<file path="src/rtl/cpu_pkg.sv">
// -----------------------------------------------------------------------------
// cpu_pkg -- shared definitions for the decode stage.
//   * RV32I base opcode constants and the RV32M funct7 marker
//   * decode FSM state encoding (state_t)
//   * immediate-format enum (imm_fmt_t) and opcode -> format mapping
//   * base-opcode legality helper
// No ports (package).
// -----------------------------------------------------------------------------
package cpu_pkg;

  localparam logic [6:0] OPC_LUI      = 7'b0110111;
  localparam logic [6:0] OPC_AUIPC    = 7'b0010111;
  localparam logic [6:0] OPC_JAL      = 7'b1101111;
  localparam logic [6:0] OPC_JALR     = 7'b1100111;
  localparam logic [6:0] OPC_BRANCH   = 7'b1100011;
  localparam logic [6:0] OPC_LOAD     = 7'b0000011;
  localparam logic [6:0] OPC_STORE    = 7'b0100011;
  localparam logic [6:0] OPC_OP_IMM   = 7'b0010011;
  localparam logic [6:0] OPC_OP       = 7'b0110011;
  localparam logic [6:0] OPC_MISC_MEM = 7'b0001111;
  localparam logic [6:0] OPC_SYSTEM   = 7'b1110011;

  // funct7 value that turns an OP instruction into an RV32M mul/div.
  localparam logic [6:0] FUNCT7_MULDIV = 7'b0000001;

  typedef enum logic [1:0] {
    ST_IDLE = 2'd0,
    ST_REQ  = 2'd1,
    ST_WAIT = 2'd2,
    ST_OUT  = 2'd3
  } state_t;

  typedef enum logic [2:0] {
    IMM_NONE = 3'd0,   // R-type and anything without an immediate
    IMM_I    = 3'd1,
    IMM_S    = 3'd2,
    IMM_B    = 3'd3,
    IMM_U    = 3'd4,
    IMM_J    = 3'd5
  } imm_fmt_t;

  // Map an opcode to the immediate layout it uses.
  function automatic imm_fmt_t imm_format(input logic [6:0] opcode);
    imm_fmt_t fmt;
    case (opcode)
      OPC_OP_IMM,
      OPC_LOAD,
      OPC_JALR,
      OPC_SYSTEM,
      OPC_MISC_MEM: fmt = IMM_I;
      OPC_STORE:    fmt = IMM_S;
      OPC_BRANCH:   fmt = IMM_B;
      OPC_LUI,
      OPC_AUIPC:    fmt = IMM_U;
      OPC_JAL:      fmt = IMM_J;
      default:      fmt = IMM_NONE;
    endcase
    return fmt;
  endfunction

  // True for the eleven RV32I base opcodes.
  function automatic logic is_base_opcode(input logic [6:0] opcode);
    logic hit;
    case (opcode)
      OPC_LUI, OPC_AUIPC, OPC_JAL, OPC_JALR, OPC_BRANCH, OPC_LOAD,
      OPC_STORE, OPC_OP_IMM, OPC_OP, OPC_MISC_MEM, OPC_SYSTEM: hit = 1'b1;
      default: hit = 1'b0;
    endcase
    return hit;
  endfunction

endpackage

</file>
<file path="src/rtl/imm_gen.sv">
// -----------------------------------------------------------------------------
// imm_gen -- combinational RV32I immediate generator.
// Ports:
//   i_instruction [31:0]  raw instruction word
//   o_imm         [31:0]  sign-extended immediate (0 for formats without one)
// -----------------------------------------------------------------------------
module imm_gen
  import cpu_pkg::*;
(
  input  logic [31:0] i_instruction,
  output logic [31:0] o_imm
);

  imm_fmt_t fmt;

  assign fmt = imm_format(i_instruction[6:0]);

  // Assemble the immediate according to the instruction format.
  always_comb begin
    o_imm = 32'd0;
    case (fmt)
      IMM_I: o_imm = {{20{i_instruction[31]}}, i_instruction[31:20]};
      IMM_S: o_imm = {{20{i_instruction[31]}}, i_instruction[31:25],
                      i_instruction[11:7]};
      IMM_B: o_imm = {{19{i_instruction[31]}}, i_instruction[31], i_instruction[7],
                      i_instruction[30:25], i_instruction[11:8], 1'b0};
      IMM_U: o_imm = {i_instruction[31:12], 12'd0};
      IMM_J: o_imm = {{11{i_instruction[31]}}, i_instruction[31],
                      i_instruction[19:12], i_instruction[20],
                      i_instruction[30:21], 1'b0};
      default: o_imm = 32'd0;
    endcase
  end

endmodule

</file>
<file path="src/rtl/decode.sv">
// -----------------------------------------------------------------------------
// decode -- instruction fetch sequencer and RV32I decoder.
// Requests a fetch, waits (with timeout) for the fetched word, decodes it into
// registered fields and offers it to execute through a valid/ready handshake.
//
// Parameter:
//   FETCH_TIMEOUT   WAIT cycles allowed before the fetch is aborted (1..255)
// Build option:
//   DECODE_RV32M_EN defined   -> OP with funct7=0000001 is legal, o_is_mul=1
//   DECODE_RV32M_EN undefined -> that encoding is illegal, o_is_mul tied 0
// Ports:
//   clk, reset (synchronous, active-low)
//   i_enable, i_pc          next-instruction request and its address
//   o_fetch_enable          one-cycle fetch start pulse
//   i_fetch_completed, i_instruction  fetch completion and fetched word
//   o_valid / i_ready       handshake to execute
//   i_flush                 discard in-flight or held instruction
//   o_pc, o_opcode, o_rd, o_rs1, o_rs2, o_funct3, o_funct7, o_imm,
//   o_illegal, o_is_mul     decoded instruction (held while o_valid)
//   o_fetch_error           one-cycle pulse on fetch timeout
// -----------------------------------------------------------------------------
module decode
  import cpu_pkg::*;
#(
  parameter int unsigned FETCH_TIMEOUT = 255
) (
  input  logic        clk,
  input  logic        reset,
  input  logic        i_enable,
  input  logic [31:0] i_pc,
  output logic        o_fetch_enable,
  input  logic        i_fetch_completed,
  input  logic [31:0] i_instruction,
  output logic        o_valid,
  input  logic        i_ready,
  input  logic        i_flush,
  output logic [31:0] o_pc,
  output logic [6:0]  o_opcode,
  output logic [4:0]  o_rd,
  output logic [4:0]  o_rs1,
  output logic [4:0]  o_rs2,
  output logic [2:0]  o_funct3,
  output logic [6:0]  o_funct7,
  output logic [31:0] o_imm,
  output logic        o_illegal,
  output logic        o_is_mul,
  output logic        o_fetch_error
);

  // Counter holds the number of WAIT cycles already completed, so the
  // last permitted WAIT cycle is the one where it equals FETCH_TIMEOUT-1.
  localparam logic [7:0] TIMEOUT_LAST = 8'(FETCH_TIMEOUT - 1);

  state_t      state;
  state_t      next_state;
  logic [7:0]  wait_cnt;
  logic        discard;
  logic        timeout_hit;
  logic        capture;
  logic [31:0] imm_value;
  logic        dec_illegal;
  logic        dec_is_mul;
  logic        base_illegal;
  logic        mul_hit;

  imm_gen u_imm_gen (
    .i_instruction (i_instruction),
    .o_imm         (imm_value)
  );

  assign timeout_hit = (wait_cnt == TIMEOUT_LAST);

  // A completion is kept only if neither an earlier nor a same-cycle flush
  // has marked it for discard.
  assign capture = (state == ST_WAIT) && i_fetch_completed && !discard && !i_flush;

  // Legality and RV32M classification of the incoming word.
  always_comb begin
    base_illegal = (i_instruction[1:0] != 2'b11) || !is_base_opcode(i_instruction[6:0]);
    mul_hit      = (i_instruction[6:0] == OPC_OP) && (i_instruction[31:25] == FUNCT7_MULDIV);
`ifdef DECODE_RV32M_EN
    dec_illegal  = base_illegal;
    dec_is_mul   = mul_hit && !base_illegal;
`else
    dec_illegal  = base_illegal || mul_hit;
    dec_is_mul   = 1'b0;
`endif
  end

  // State register.
  always_ff @(posedge clk) begin
    if (!reset) begin
      state <= ST_IDLE;
    end else begin
      state <= next_state;
    end
  end

  // Next-state logic.
  always_comb begin
    next_state = state;
    case (state)
      ST_IDLE: begin
        // Flush in IDLE is a no-op but also masks a same-cycle enable.
        if (i_enable && !i_flush) begin
          next_state = ST_REQ;
        end else begin
          next_state = ST_IDLE;
        end
      end
      ST_REQ: begin
        next_state = ST_WAIT;
      end
      ST_WAIT: begin
        if (i_fetch_completed) begin
          if (discard || i_flush) begin
            next_state = ST_IDLE;
          end else begin
            next_state = ST_OUT;
          end
        end else if (timeout_hit) begin
          next_state = ST_IDLE;
        end else begin
          next_state = ST_WAIT;
        end
      end
      ST_OUT: begin
        // o_valid is high throughout OUT, so transfer reduces to ready & !flush.
        if (i_flush) begin
          next_state = ST_IDLE;
        end else if (i_ready) begin
          if (i_enable) begin
            next_state = ST_REQ;
          end else begin
            next_state = ST_IDLE;
          end
        end else begin
          next_state = ST_OUT;
        end
      end
      default: begin
        next_state = ST_IDLE;
      end
    endcase
  end

  // Outputs decoded from the state register.
  always_comb begin
    o_valid        = (state == ST_OUT);
    o_fetch_enable = (state == ST_REQ);
    if ((state == ST_WAIT) && !i_fetch_completed && timeout_hit) begin
      o_fetch_error = 1'b1;
    end else begin
      o_fetch_error = 1'b0;
    end
  end

  // WAIT cycle counter; cleared in REQ, which is the only way into WAIT.
  always_ff @(posedge clk) begin
    if (!reset) begin
      wait_cnt <= 8'd0;
    end else if (state == ST_REQ) begin
      wait_cnt <= 8'd0;
    end else if (state == ST_WAIT) begin
      wait_cnt <= wait_cnt + 8'd1;
    end else begin
      wait_cnt <= wait_cnt;
    end
  end

  // Discard flag: set by a flush while a fetch is outstanding, cleared once
  // WAIT is left (completion swallowed or timeout).
  always_ff @(posedge clk) begin
    if (!reset) begin
      discard <= 1'b0;
    end else if ((state == ST_WAIT) && (next_state != ST_WAIT)) begin
      discard <= 1'b0;
    end else if (i_flush && ((state == ST_REQ) || (state == ST_WAIT))) begin
      discard <= 1'b1;
    end else begin
      discard <= discard;
    end
  end

  // Program counter of the instruction being requested.
  always_ff @(posedge clk) begin
    if (!reset) begin
      o_pc <= 32'd0;
    end else if (next_state == ST_REQ) begin
      o_pc <= i_pc;
    end else begin
      o_pc <= o_pc;
    end
  end

  // Decoded instruction fields, captured on an accepted completion.
  always_ff @(posedge clk) begin
    if (!reset) begin
      o_opcode  <= 7'd0;
      o_rd      <= 5'd0;
      o_rs1     <= 5'd0;
      o_rs2     <= 5'd0;
      o_funct3  <= 3'd0;
      o_funct7  <= 7'd0;
      o_imm     <= 32'd0;
      o_illegal <= 1'b0;
      o_is_mul  <= 1'b0;
    end else if (capture) begin
      o_opcode  <= i_instruction[6:0];
      o_rd      <= i_instruction[11:7];
      o_rs1     <= i_instruction[19:15];
      o_rs2     <= i_instruction[24:20];
      o_funct3  <= i_instruction[14:12];
      o_funct7  <= i_instruction[31:25];
      o_imm     <= imm_value;
      o_illegal <= dec_illegal;
      o_is_mul  <= dec_is_mul;
    end else begin
      o_opcode  <= o_opcode;
      o_rd      <= o_rd;
      o_rs1     <= o_rs1;
      o_rs2     <= o_rs2;
      o_funct3  <= o_funct3;
      o_funct7  <= o_funct7;
      o_imm     <= o_imm;
      o_illegal <= o_illegal;
      o_is_mul  <= o_is_mul;
    end
  end

endmodule

</file>
<file path="config.mk">
export PLATFORM = sky130hd
export DESIGN_NAME = decode
export DESIGN_NICKNAME = d
export VERILOG_FILES = /design/src/rtl/cpu_pkg.sv /design/src/rtl/imm_gen.sv /design/src/rtl/decode.sv
export SDC_FILE = /design/constraint.sdc
export NUM_CORES = 1
export LEC_CHECK = 0
export CAP_MARGIN = 30
export CELL_PAD_IN_SITES_DETAIL_PLACEMENT = 1
export CELL_PAD_IN_SITES_GLOBAL_PLACEMENT = 2
export CORE_UTILIZATION = 22
export DETAILED_ROUTE_END_ITERATION = 7
export GPL_ROUTABILITY_DRIVEN = 1
export HOLD_SLACK_MARGIN = 0.06
export PLACE_DENSITY_LB_ADDON = 0.1
export RECOVER_POWER = 100
export SYNTH_ARGS = -nofsm -noshare
export SYNTH_HDL_FRONTEND = slang
export SYNTH_SLANG_ARGS = --single-unit
</file>
<file path="constraint.sdc">
create_clock -name clk -period 1.9 [get_ports clk]
set_input_delay 0.38 -clock clk [delete_from_list [all_inputs] [get_ports clk]]
set_output_delay 0.38 -clock clk [all_outputs]
set_load 0.02 [all_outputs]
</file>
==> summary.txt <==
Status -> completed
Final hold violation count -> 0
Post-synthesis sequential area ratio -> 47.4%
TritonCTS clock tree -> yes
DRT iter0 DRCs -> 133
Syn_area_per_cell -> 8.53 µm²
Slew Viols, Final -> 0
Final TNS setup -> 0 ns
Sink Count -> 108
Worst r2r path cells -> 9
Synth Register Bits -> 108
Net count after synthesis -> 611
Final Net Count -> 818
Antenna Violating Nets Remaining -> 0
Worst Hold Class -> input pin to flip-flop
Met1 GRT Util -> 18.5%
Primary FF master, synth -> dfxtp_1
Die Wd -> 146 µm
Finished Layout Cells -> 1,017
Core Area -> 20,300 µm²
Fraction of registers with async set/reset -> 0%
Placed instance count -> 991
DRT Wirelength -> 17.1 mm
VDD IR max -> 0.398 mV
WS Path Type -> flip-flop to flip-flop
Synth-to-Final Area Change -> 63.2%
Max Freq -> 555 MHz
Tmin final -> 1.80 ns
CP Capture Type -> flip-flop
Worst rel slew slack -> 66.4%
Cell Area, Synth -> 4560 µm²
Synth warn -> 0
Max cap viols -> 0
Final setup vio count -> 0
Root Buffer -> clkbuf_16
Placer Congestion -> 0.826
DR vias/cell -> 4.52
Reg clk slew, reported paths -> 0.07 ns
Post-synth EDFFs -> 0
# rows -> 52
Number of CTS-inserted buffers -> 9
Cells after synthesis -> 535
Worst Max-Slew Pin Slew -> 0.499 ns
Worst Setup Start Kind -> flip-flop
Starting density of the core -> 22.5%
Largest net degree at the start of global routing -> 68
Met2 usage -> 25.9%
LEAKAGE -> 0.00275 µW
P per Cell Area -> 670 nW/µm²
Clock Tree Buf Depth -> 2
Hold Crit Depth -> 3
Met3 usage -> 4.81%
Busiest grt layer -> met2
Num ports -> 171
Worst clock skew -> 0.00919 ns
Crit-path max FO -> 8
Synth unique cells -> 60
Diode count -> 0
Critical Path AT -> 2.05 ns
Placed Area -> 6930 µm²
Fin crit share -> 94.9%
GRT Total Usage -> 15.6%
WL/cell -> 16.8 µm
Vias -> 4,592
Skew-Pair Late Insertion Delay -> 0.36 ns
Placed wire-length estimate -> 12.3 mm
Final Cell Area -> 7450 µm²
Die Ht -> 146 µm
Antenna violations before repair -> 0
WP data required -> 2.14 ns
Vias in the first global route -> 4,746
Share of cells above drive strength 1 -> 16.5%
1st-pass router iterations -> 4
Die area -> 21,300 µm²
DRC -> 0
First-pass GRT wire length -> 26.0 mm
Post-layout util -> 36.7%
PortBufs -> 169
Number of H-tree levels -> 3
Grt total ovfl -> 0
CTS hold repair buffers -> 0
-- cells by family after synthesis --
family | count (synthesis) | share of synthesized area, %
other | 1 | 0.0822
AND/OR/NAND/NOR | 221 | 22.9
adder cells (fa/ha/maj) | 6 | 1.64
AO/OA/AOI/OAI | 147 | 22.1
buffers and inverters | 46 | 4.69
multiplexers | 1 | 0.247
XOR/XNOR | 5 | 0.959
flip-flops | 108 | 47.4
-- cell type report --
class                   count  area [µm²]
fillers                  2374       12900
repair buffers            237        2330
multi-input cells         381        2300
flip-flops and latches    108        2170
well taps                 270         338
clock buffers               9         225
clock inverters             7        66.3
inverters                   5        18.8
-- power by group --
group	leakage, µW	internal [µW]	switching (µW)
Combinational	0.00173	389	362
Clock	0.000142	925	974
Sequential	0.000875	2310	26.9
Total	0.00275	3620	1360
-- placed cells by master (no fill, tap or decap), drive strengths merged, types with 11 or more instances in the layout --
cell type	count
clkbuf	11
clkdlybuf4s50	160
a21boi	34
o21ai	57
nand2	130
nor2	11
a22oi	14
buf	68
a21oi	17
nand3	33
dfxtp	108
-- metal layers --
| layer | vias up | share of wire, % | wire (µm) |
|---|---|---|---|
| met4 | 0 | 2.8 | 486 |
| li1 | 2262 | - | - |
| met2 | 140 | 47 | 8120 |
| met5 | - | 0 | 0 |
| met3 | 29 | 7.1 | 1210 |
| met1 | 2161 | 43 | 7290 |
-- through the flow --
stage	setup WS (ns)	power [µW]	hold WS, ns
finish	0.0973	4990	0.427
global placement	-0.354	3060	0.441
detailed placement	-0.468	3070	0.447
CTS	-0.0316	5020	0.417
global route	-0.0182	5220	0.429
floorplan	0.0202	2670	0.458
-- state kept, by name, indices dropped and copies added (netlist names), 2 cells and up --
register	count
o_rs1	5
state	2
o_pc	32
o_imm	32
o_opcode	7
o_rd	5
o_funct3	3
wait_cnt	8
o_funct7	7
o_rs2	5
-- worst max-delay path, stage by stage (launching register included) --
cell       delay [ns]
dfxtp_4          0.36
buf_4            0.15
ha_4             0.17
nand4bb_4        0.13
and2b_1          0.20
buf_4            0.13
o2111a_1         0.15
buf_4            0.18
a22oi_1          0.15
nand2_1          0.07
-- synthesized netlist by cell type (2+ instances only) --
| cell | count | area share [%] |
|---|---|---|
| o21ai_1 | 11 | 1.2 |
| a22oi_1 | 14 | 2.3 |
| a21boi_1 | 19 | 3.1 |
| nand2_1 | 129 | 11 |
| o21ai_0 | 36 | 3.9 |
| inv_1 | 5 | 0.41 |
| nor2b_1 | 3 | 0.41 |
| a21oi_1 | 17 | 1.9 |
| and2_1 | 8 | 1.1 |
| buf_4 | 4 | 0.66 |
| and2b_1 | 2 | 0.33 |
| and3_1 | 5 | 0.69 |
| buf_1 | 3 | 0.25 |
| or3b_1 | 2 | 0.38 |
| buf_2 | 9 | 0.99 |
| a21boi_0 | 15 | 2.5 |
| nand2b_1 | 6 | 0.82 |
| a31oi_1 | 2 | 0.27 |
| nand4_1 | 5 | 0.69 |
| nor2_1 | 11 | 0.90 |
| nor3b_1 | 2 | 0.33 |
| a21o_1 | 2 | 0.33 |
| or3_1 | 2 | 0.27 |
| a22o_1 | 7 | 1.3 |
| o21ai_2 | 10 | 1.9 |
| a221oi_1 | 2 | 0.38 |
| dfxtp_1 | 108 | 47 |
| nand3_1 | 33 | 3.6 |
| buf_6 | 2 | 0.49 |
| ha_1 | 6 | 1.6 |
| xor2_1 | 4 | 0.77 |
| clkbuf_1 | 23 | 1.9 |
-- path summary, 6_finish.rpt --
check	slack [ns]	start	end
setup / recovery	0.1	state[1]$_SDFF_PN0_	o_imm[17]$_SDFFE_PN0P_
hold / removal	0.43	reset	discard$_SDFFE_PP0P_
setup reg to reg	0.1	state[1]$_SDFF_PN0_	o_imm[17]$_SDFFE_PN0P_
hold reg to reg	0.45	o_rs1[1]$_SDFFE_PN0P_	o_rs1[1]$_SDFFE_PN0P_
-- timing repair --
item,in CTS,in global routing
buffers inserted,1,5
endpoints found under the setup margin,63,47
pin swaps,1,3
gates resized for setup,15,21
gates cloned,0,4
Power figures use the tool's default switching activity.
